--- src/rtl/uart_rx.sv ---
// UART receiver: 8N1 frames, 2-flop input synchronizer, mid-bit sampling.
// Reports good bytes with data_valid and a low stop bit with framing_error.
module uart_rx #(
   parameter int CLK_CYCLES_PER_BIT = 219
) (
   input  logic       clk,
   input  logic       reset,
   input  logic       rx_data,
   output logic [7:0] data,
   output logic       data_valid,
   output logic       active,
   output logic       framing_error
);

   localparam int CW   = $clog2(CLK_CYCLES_PER_BIT);
   localparam int HALF = (CLK_CYCLES_PER_BIT - 1) / 2;
   localparam logic [CW-1:0] HALF_LAST = CW'(HALF - 1);
   localparam logic [CW-1:0] BIT_LAST  = CW'(CLK_CYCLES_PER_BIT - 1);

   typedef enum logic [2:0] {
      IDLE,
      START,
      DATA,
      STOP,
      DONE,
      BREAK
   } state_t;

   logic          r_rxMeta;
   logic          r_rxSync;
   state_t        r_state;
   logic [CW-1:0] r_cnt;
   logic [2:0]    r_bitIdx;
   logic [7:0]    r_shift;
   logic [7:0]    r_data;
   logic          r_dataValid;
   logic          r_active;
   logic          r_framingError;

   logic          w_rxS;
   state_t        w_stateNext;
   logic [CW-1:0] w_cntNext;
   logic [2:0]    w_bitIdxNext;
   logic [7:0]    w_shiftNext;
   logic [7:0]    w_dataNext;
   logic          w_dataValidNext;
   logic          w_framingErrorNext;
   logic          w_activeNext;

   assign w_rxS = r_rxSync;

   always_ff @(posedge clk) begin
      if (reset) begin
         r_rxMeta <= 1'b1;
         r_rxSync <= 1'b1;
      end else begin
         r_rxMeta <= rx_data;
         r_rxSync <= r_rxMeta;
      end
   end

   // The counter restarts on every state change and on every data sample,
   // so its largest value is CLK_CYCLES_PER_BIT-1 and it never wraps.
   always_comb begin
      w_stateNext        = r_state;
      w_cntNext          = r_cnt + CW'(1);
      w_bitIdxNext       = r_bitIdx;
      w_shiftNext        = r_shift;
      w_dataNext         = r_data;
      w_dataValidNext    = 1'b0;
      w_framingErrorNext = 1'b0;

      case (r_state)
         IDLE: begin
            w_cntNext    = '0;
            w_bitIdxNext = 3'd0;
            if (!w_rxS) begin
               w_stateNext = START;
            end
         end
         START: begin
            if (r_cnt == HALF_LAST) begin
               w_cntNext   = '0;
               w_stateNext = w_rxS ? IDLE : DATA;
            end
         end
         DATA: begin
            if (r_cnt == BIT_LAST) begin
               w_cntNext    = '0;
               w_shiftNext  = {w_rxS, r_shift[7:1]};
               w_bitIdxNext = r_bitIdx + 3'd1;
               if (r_bitIdx == 3'd7) begin
                  w_stateNext = STOP;
               end
            end
         end
         STOP: begin
            if (r_cnt == BIT_LAST) begin
               w_cntNext = '0;
               if (w_rxS) begin
                  w_stateNext     = DONE;
                  w_dataNext      = r_shift;
                  w_dataValidNext = 1'b1;
               end else begin
                  w_stateNext        = BREAK;
                  w_framingErrorNext = 1'b1;
               end
            end
         end
         DONE: begin
            w_cntNext   = '0;
            w_stateNext = IDLE;
         end
         BREAK: begin
            w_cntNext = '0;
            if (w_rxS) begin
               w_stateNext = IDLE;
            end
         end
         default: begin
            w_cntNext   = '0;
            w_stateNext = IDLE;
         end
      endcase

      w_activeNext = (w_stateNext == START) || (w_stateNext == DATA) ||
                     (w_stateNext == STOP);
   end

   always_ff @(posedge clk) begin
      if (reset) begin
         r_state        <= IDLE;
         r_cnt          <= '0;
         r_bitIdx       <= 3'd0;
         r_shift        <= 8'h00;
         r_data         <= 8'h00;
         r_dataValid    <= 1'b0;
         r_active       <= 1'b0;
         r_framingError <= 1'b0;
      end else begin
         r_state        <= w_stateNext;
         r_cnt          <= w_cntNext;
         r_bitIdx       <= w_bitIdxNext;
         r_shift        <= w_shiftNext;
         r_data         <= w_dataNext;
         r_dataValid    <= w_dataValidNext;
         r_active       <= w_activeNext;
         r_framingError <= w_framingErrorNext;
      end
   end

   assign data          = r_data;
   assign data_valid    = r_dataValid;
   assign active        = r_active;
   assign framing_error = r_framingError;

endmodule

--- config.mk ---
export PLATFORM = sky130hd
export DESIGN_NAME = uart_rx
export DESIGN_NICKNAME = d
export VERILOG_FILES = /design/src/rtl/uart_rx.sv
export SDC_FILE = /design/constraint.sdc
export NUM_CORES = 1
export LEC_CHECK = 0
export BUFFER_PORTS_ARGS = -buffer_cell sky130_fd_sc_hd__buf_4
export CELL_PAD_IN_SITES_DETAIL_PLACEMENT = 2
export CELL_PAD_IN_SITES_GLOBAL_PLACEMENT = 2
export CORE_MARGIN = 4
export CORE_UTILIZATION = 36
export DETAILED_ROUTE_END_ITERATION = 8
export PLACE_DENSITY = 0.83
export SYNTH_ARGS = -nofsm -noshare
export SYNTH_HDL_FRONTEND = slang
export SYNTH_SLANG_ARGS = --single-unit
--- constraint.sdc ---
create_clock -name clk -period 3 [get_ports clk]
set_clock_uncertainty 0.05 [all_clocks]
set_input_delay 0.6 -clock clk [delete_from_list [all_inputs] [get_ports clk]]
set_output_delay 0.6 -clock clk [all_outputs]
set_load 0.02 [all_outputs]
### Word-level counts from Yosys, hierarchy flattened

Index checks and enable logic that the tools add are counted.

| storage, ports and cells | value |
|---|---|
| bits in latches | 0 |
| memories | 0 |
| input port bits | 3 |
| output and inout port bits | 11 |
| flip-flop bits (word level) | 35 |
| word-level logic and storage cells | 50 |
| RAM bits | 0 |
| ROM bits | 0 |

| operators by class | value |
|---|---|
| shift-type cells | 0 |
| reduce and logical (&&, ||, !) cells | 9 |
| $lt $le $gt $ge | 0 |
| add/sub/neg operators | 2 |
| mux-type cells | 16 |
| multiply operators | 0 |
| bitwise operators | 2 |
| divide/modulo/power cells | 0 |
| equality and inequality tests | 11 |

Operator list:

| operator | number |
|---|---|
| 3-bit two-way mux | 7 |
| 8-bit two-way mux | 2 |
| 8-bit case mux with 2 select lines | 1 |
| 3-bit case mux with 5 select lines | 1 |
| 3-bit by 2-bit equality test with 1-bit output, second input constant | 4 |
| 8-bit by 1-bit adder with 8-bit output, second input constant | 1 |
| 8-bit by 7-bit equality test with 1-bit output, second input constant | 1 |
| 8-bit equality test, second input constant | 1 |
| 3-bit by 1-bit equality test with 1-bit output, second input constant | 2 |
| 3-bit equality test, second input constant | 2 |
| 3-bit case mux with 2 select lines | 1 |
| 2-bit AND reduction | 2 |
| 3-bit by 1-bit adder with 3-bit output, second input constant | 1 |
| 3-bit zero test | 1 |
| 1-bit two-way mux | 3 |
| 3-bit AND reduction | 1 |
| 3-bit OR reduction | 1 |
| 1-bit logical OR | 2 |
| 2-bit two-way mux | 1 |
| 2-bit != test, second input constant | 1 |
| 1-bit inverter | 2 |
| 2-bit nonzero test | 1 |
| 2-bit OR reduction | 1 |

### Logic depth before layout (Yosys ltp)

| depth | value |
|---|---|
| depth in word-level cells | 7 |
| mapped depth | 8 |
| gate-level depth less buffers | 6 |

### Worst setup path after synthesis

OpenSTA, ideal clock, no wires.

| timing path | value |
|---|---|
| kind | flip-flop to flip-flop |
| from | reg r_cnt[0] |
| to | reg r_bitIdx[1] |
| library setup time | 132 ps |
| data required time | 2818 ps |
| slack | 1454 ps |
| arrival | 1363 ps |
| path buffers | 1 |
| stages on the path, launching flop included | 8 |
| period minus slack after synthesis | 1546 ps |
| cells stage by stage | dfxtp_1 inv_1 ha_1 and3b_1 buf_4 a31oi_1 nand3b_1 a21oi_1 |

| between the ends | value |
|---|---|
| word-level cells in the longest chain between the ends | 3 |

Ends and longest elaborated chain:

| item | line | RTL |
|---|---|---|
| start, declared | 32 | `logic [CW-1:0] r_cnt;` |
| start signal, assigned | 142 | `r_cnt <= w_cntNext;` |
| 8-bit equality test | 88 | `if (r_cnt == BIT_LAST) begin` |
| 2-bit != test (no source line) | n/a |  |
| 2-bit AND reduction (no source line) | n/a |  |
| end signal, assigned | 143 | `r_bitIdx <= w_bitIdxNext;` |
| end, declared | 33 | `logic [2:0] r_bitIdx;` |

Every way passes these cells.
A chain may end at the register's enable or synchronous reset.

### Final worst setup path

| timing path | value |
|---|---|
| from | reg r_cnt[4] |
| to | reg r_shift[7] |

| between the ends | value |
|---|---|
| word-level cells in the longest chain between the ends | 2 |

Ends and longest elaborated chain:

| item | line | RTL |
|---|---|---|
| 8-bit equality test | 88 |  |
| 2-bit AND reduction (no source line) | n/a |  |
| end signal, assigned | 144 | `r_shift <= w_shiftNext;` |
| end, declared | 34 | `logic [7:0] r_shift;` |

Every way passes these cells.

==> impl_metrics.env <==
export IMPL_status="finished, final reports clean"
export IMPL_wl_per_cell_um=15.3
export IMPL_hold_viol=0
export IMPL_synth_area_um2=1510
export IMPL_grt_use_total_pct=13.9
export IMPL_syn_num_nets=161
export IMPL_grt_pass1_wl_mm=5.75
export IMPL_yosys_area_share_simple_pct=22.9
export IMPL_wirelength_mm=3.31
export IMPL_die_y_um=72.7
export IMPL_numCtsBuffers=5
export IMPL_synthToLayoutAreaGrowth_pct=12.5
export IMPL_coreArea_um2=4030
export IMPL_place_gp_congestion=0.732
export IMPL_cts_root_buf="clkbuf_8"
export IMPL_crit_buf_inv=0
export IMPL_ys_warnings_count=0
export IMPL_drv_slew=0
export IMPL_p_per_area_nw_per_um2=492
export IMPL_viasPerCell=5.06
export IMPL_irDropWorstVdd_mv=0.215
export IMPL_tritoncts="done"
export IMPL_start_util_pct=37.4
export IMPL_drive_gt1_share_pct=16.9
export IMPL_htreeDepth=2
export IMPL_post_cts_resized=0
export IMPL_critPathMaxFanout=9
export IMPL_n_antenna_cell=0
export IMPL_num_rows=23
export IMPL_synthTopCellsByCount="dfxtp_1, nor2_1, mux2i_1"
export IMPL_fmax_ghz=0.570
export IMPL_synth_xor_xnor_area_share_pct=4.07
export IMPL_fin_util_pct=42.0
export IMPL_place_inst=208
export IMPL_drc=0
export IMPL_final_setup_viol_count=0
export IMPL_synth_distinct_cells=39
export IMPL_final_antenna_net_count=0
export IMPL_hpwl_mm=2.41
export IMPL_yosys_area_top_type_share_pct=46.6
export IMPL_die_x_um=72.7
export IMPL_slew_headroom_pct=75.4
export IMPL_fin_nets=173
export IMPL_fin_crit_sh_pct=58.5
export IMPL_synth_adder_area_share_pct=4.16
export IMPL_vias=1094
export IMPL_fin_ws_ps=1240
export IMPL_clk_pin_slew_ps=80
export IMPL_critPathTopFamily="simple AND/OR/NAND/NOR gates"
export IMPL_worstSetupEndpointType="register"
export IMPL_synthMuxAreaShare_pct=11.3
export IMPL_syn_inst=153
export IMPL_rsz0062_at_grt="false"
export IMPL_critPathLaunchType="register"
export IMPL_synth_edff_count=0
export IMPL_ctsHoldBuffers=0
export IMPL_dpl_worst_slack_ps=1230
export IMPL_syn_area_per_cell_um2=9.84
export IMPL_period_needed_ps=1760
export IMPL_async_flop_share_pct=0
export IMPL_synth_compound_area_share_pct=5.90
export IMPL_clk_path_buf_depth=2
export IMPL_synth_most_common_cell="dfxtp_1"
export IMPL_worst_slew_pin_transition_ps=368
export IMPL_overflow=0
export IMPL_p_total_mw=0.832
export IMPL_synth_top_family_by_area="simple AND/OR/NAND/NOR gates"
export IMPL_worst_ep_required_time_ps=3110
export IMPL_r2r_slack_ps=1240
export IMPL_leakagePower_nw=0.676
export IMPL_io_pins=14
export IMPL_yosys_area_top_type="dfxtp_1"
export IMPL_synthFlopType="dfxtp_1"
export IMPL_dr_pass1_iters=4
export IMPL_antenna_found_initial=0
export IMPL_grt_pass1_vias=1190
export IMPL_synth_seq_cells=35
export IMPL_path_cells="and4b_1 > and3_4 > mux2i_1 > nor2_1"
export IMPL_crit_arrival_ps=1870
export IMPL_clock_sinks=35
export IMPL_clock_latency_ps=290
export IMPL_cp_slowest_cell="dfxtp_1"
export IMPL_fin_setup_tns_ps=0
export IMPL_grt_max_degree=26
export IMPL_critPathMaxStageDelay_ps=460
export IMPL_drtIter0Drc=55
export IMPL_seq_area_frac_synth_pct=46.6
export IMPL_portBuffers=13
export IMPL_fin_cells=216
export IMPL_min_path_type="register to register"
export IMPL_synthTopCellsByArea="dfxtp_1, mux2i_1, nor2_1"
export IMPL_criticalPathCategory="register to register"
export IMPL_die_area_um2=5280
export IMPL_post_cts_buffers=0
export IMPL_drv_cap=0
[state kept, by name, indices dropped and copies added (netlist names)]
register and flops:
r_state 3, r_rxMeta 1, active 1, r_cnt 8, r_shift 8, r_rxSync 1, r_bitIdx 3, framing_error 1
data 8, data_valid 1
[path summary, 6_finish.rpt]
| path | from | end | depth (start not counted) |
|---|---|---|---|
| max | r_cnt[4]$_SDFF_PP0_ | r_shift[7]$_SDFFE_PP0P_ | 4 |
| min | r_rxMeta$_SDFF_PP1_ | r_rxSync$_SDFF_PP1_ | 1 |
| max reg2reg | r_cnt[4]$_SDFF_PP0_ | r_shift[7]$_SDFFE_PP0P_ | 4 |
| min reg2reg | r_rxMeta$_SDFF_PP1_ | r_rxSync$_SDFF_PP1_ | 1 |
[worst register-to-register path, stage by stage, from the launching register on]
cell,delay (ps)
dfxtp_1,460
and4b_1,440
and3_4,370
mux2i_1,240
nor2_1,80
[cell families (layout without fill, tap and decap cells)]
kind of cell	count (synthesis)	in the layout
compound gates	12	12
xor+xnor	7	7
fa+ha+maj	5	5
buf+inv	12	25
flops	35	35
mux	17	17
simple gates	65	65
[per-stage QoR]
step | hold slack (ps) | instance area (um^2)
global placement | 346 | 1600
finish | 387 | 1690
floorplan | 339 | 1510
global route | 398 | 1690
detailed placement | 374 | 1600
CTS | 395 | 1690
[layout make-up]
class	count	area, um^2
Clock inverter	3	20.0
Clock buffer	5	68.8
Sequential cell	35	701
Multi-Input combinational cell	106	728
Timing Repair Buffer	13	97.6
Inverter	4	15.0
Fill cell	446	2340
Tap cell	50	62.6
[where the power goes]
group,total (mW),internal (mW),switching [mW],leakage (nW)
clock,0.340,0.161,0.178,0.0402
combinational,0.0208,0.00792,0.0129,0.353
sequential,0.472,0.467,0.00416,0.283
total,0.832,0.637,0.195,0.676
[cell usage in the layout (no fill, tap or decap), types with 4 or more instances in the layout]
| master | count |
|---|---|
| nand3_1 | 4 |
| nor2_1 | 30 |
| nor3_1 | 5 |
| dfxtp_1 | 35 |
| clkbuf_8 | 5 |
| buf_4 | 13 |
| nand2_1 | 6 |
| mux2i_1 | 17 |
| inv_1 | 4 |
| xor2_1 | 4 |
| ha_1 | 5 |
[metal layers]
layer	GRT usage, %	share of wire, %
met5	0	0
met4	4.10	0.79
met3	4.13	2.7
met2	23.2	51
met1	17.3	45
Power figures use the tool's default switching activity.
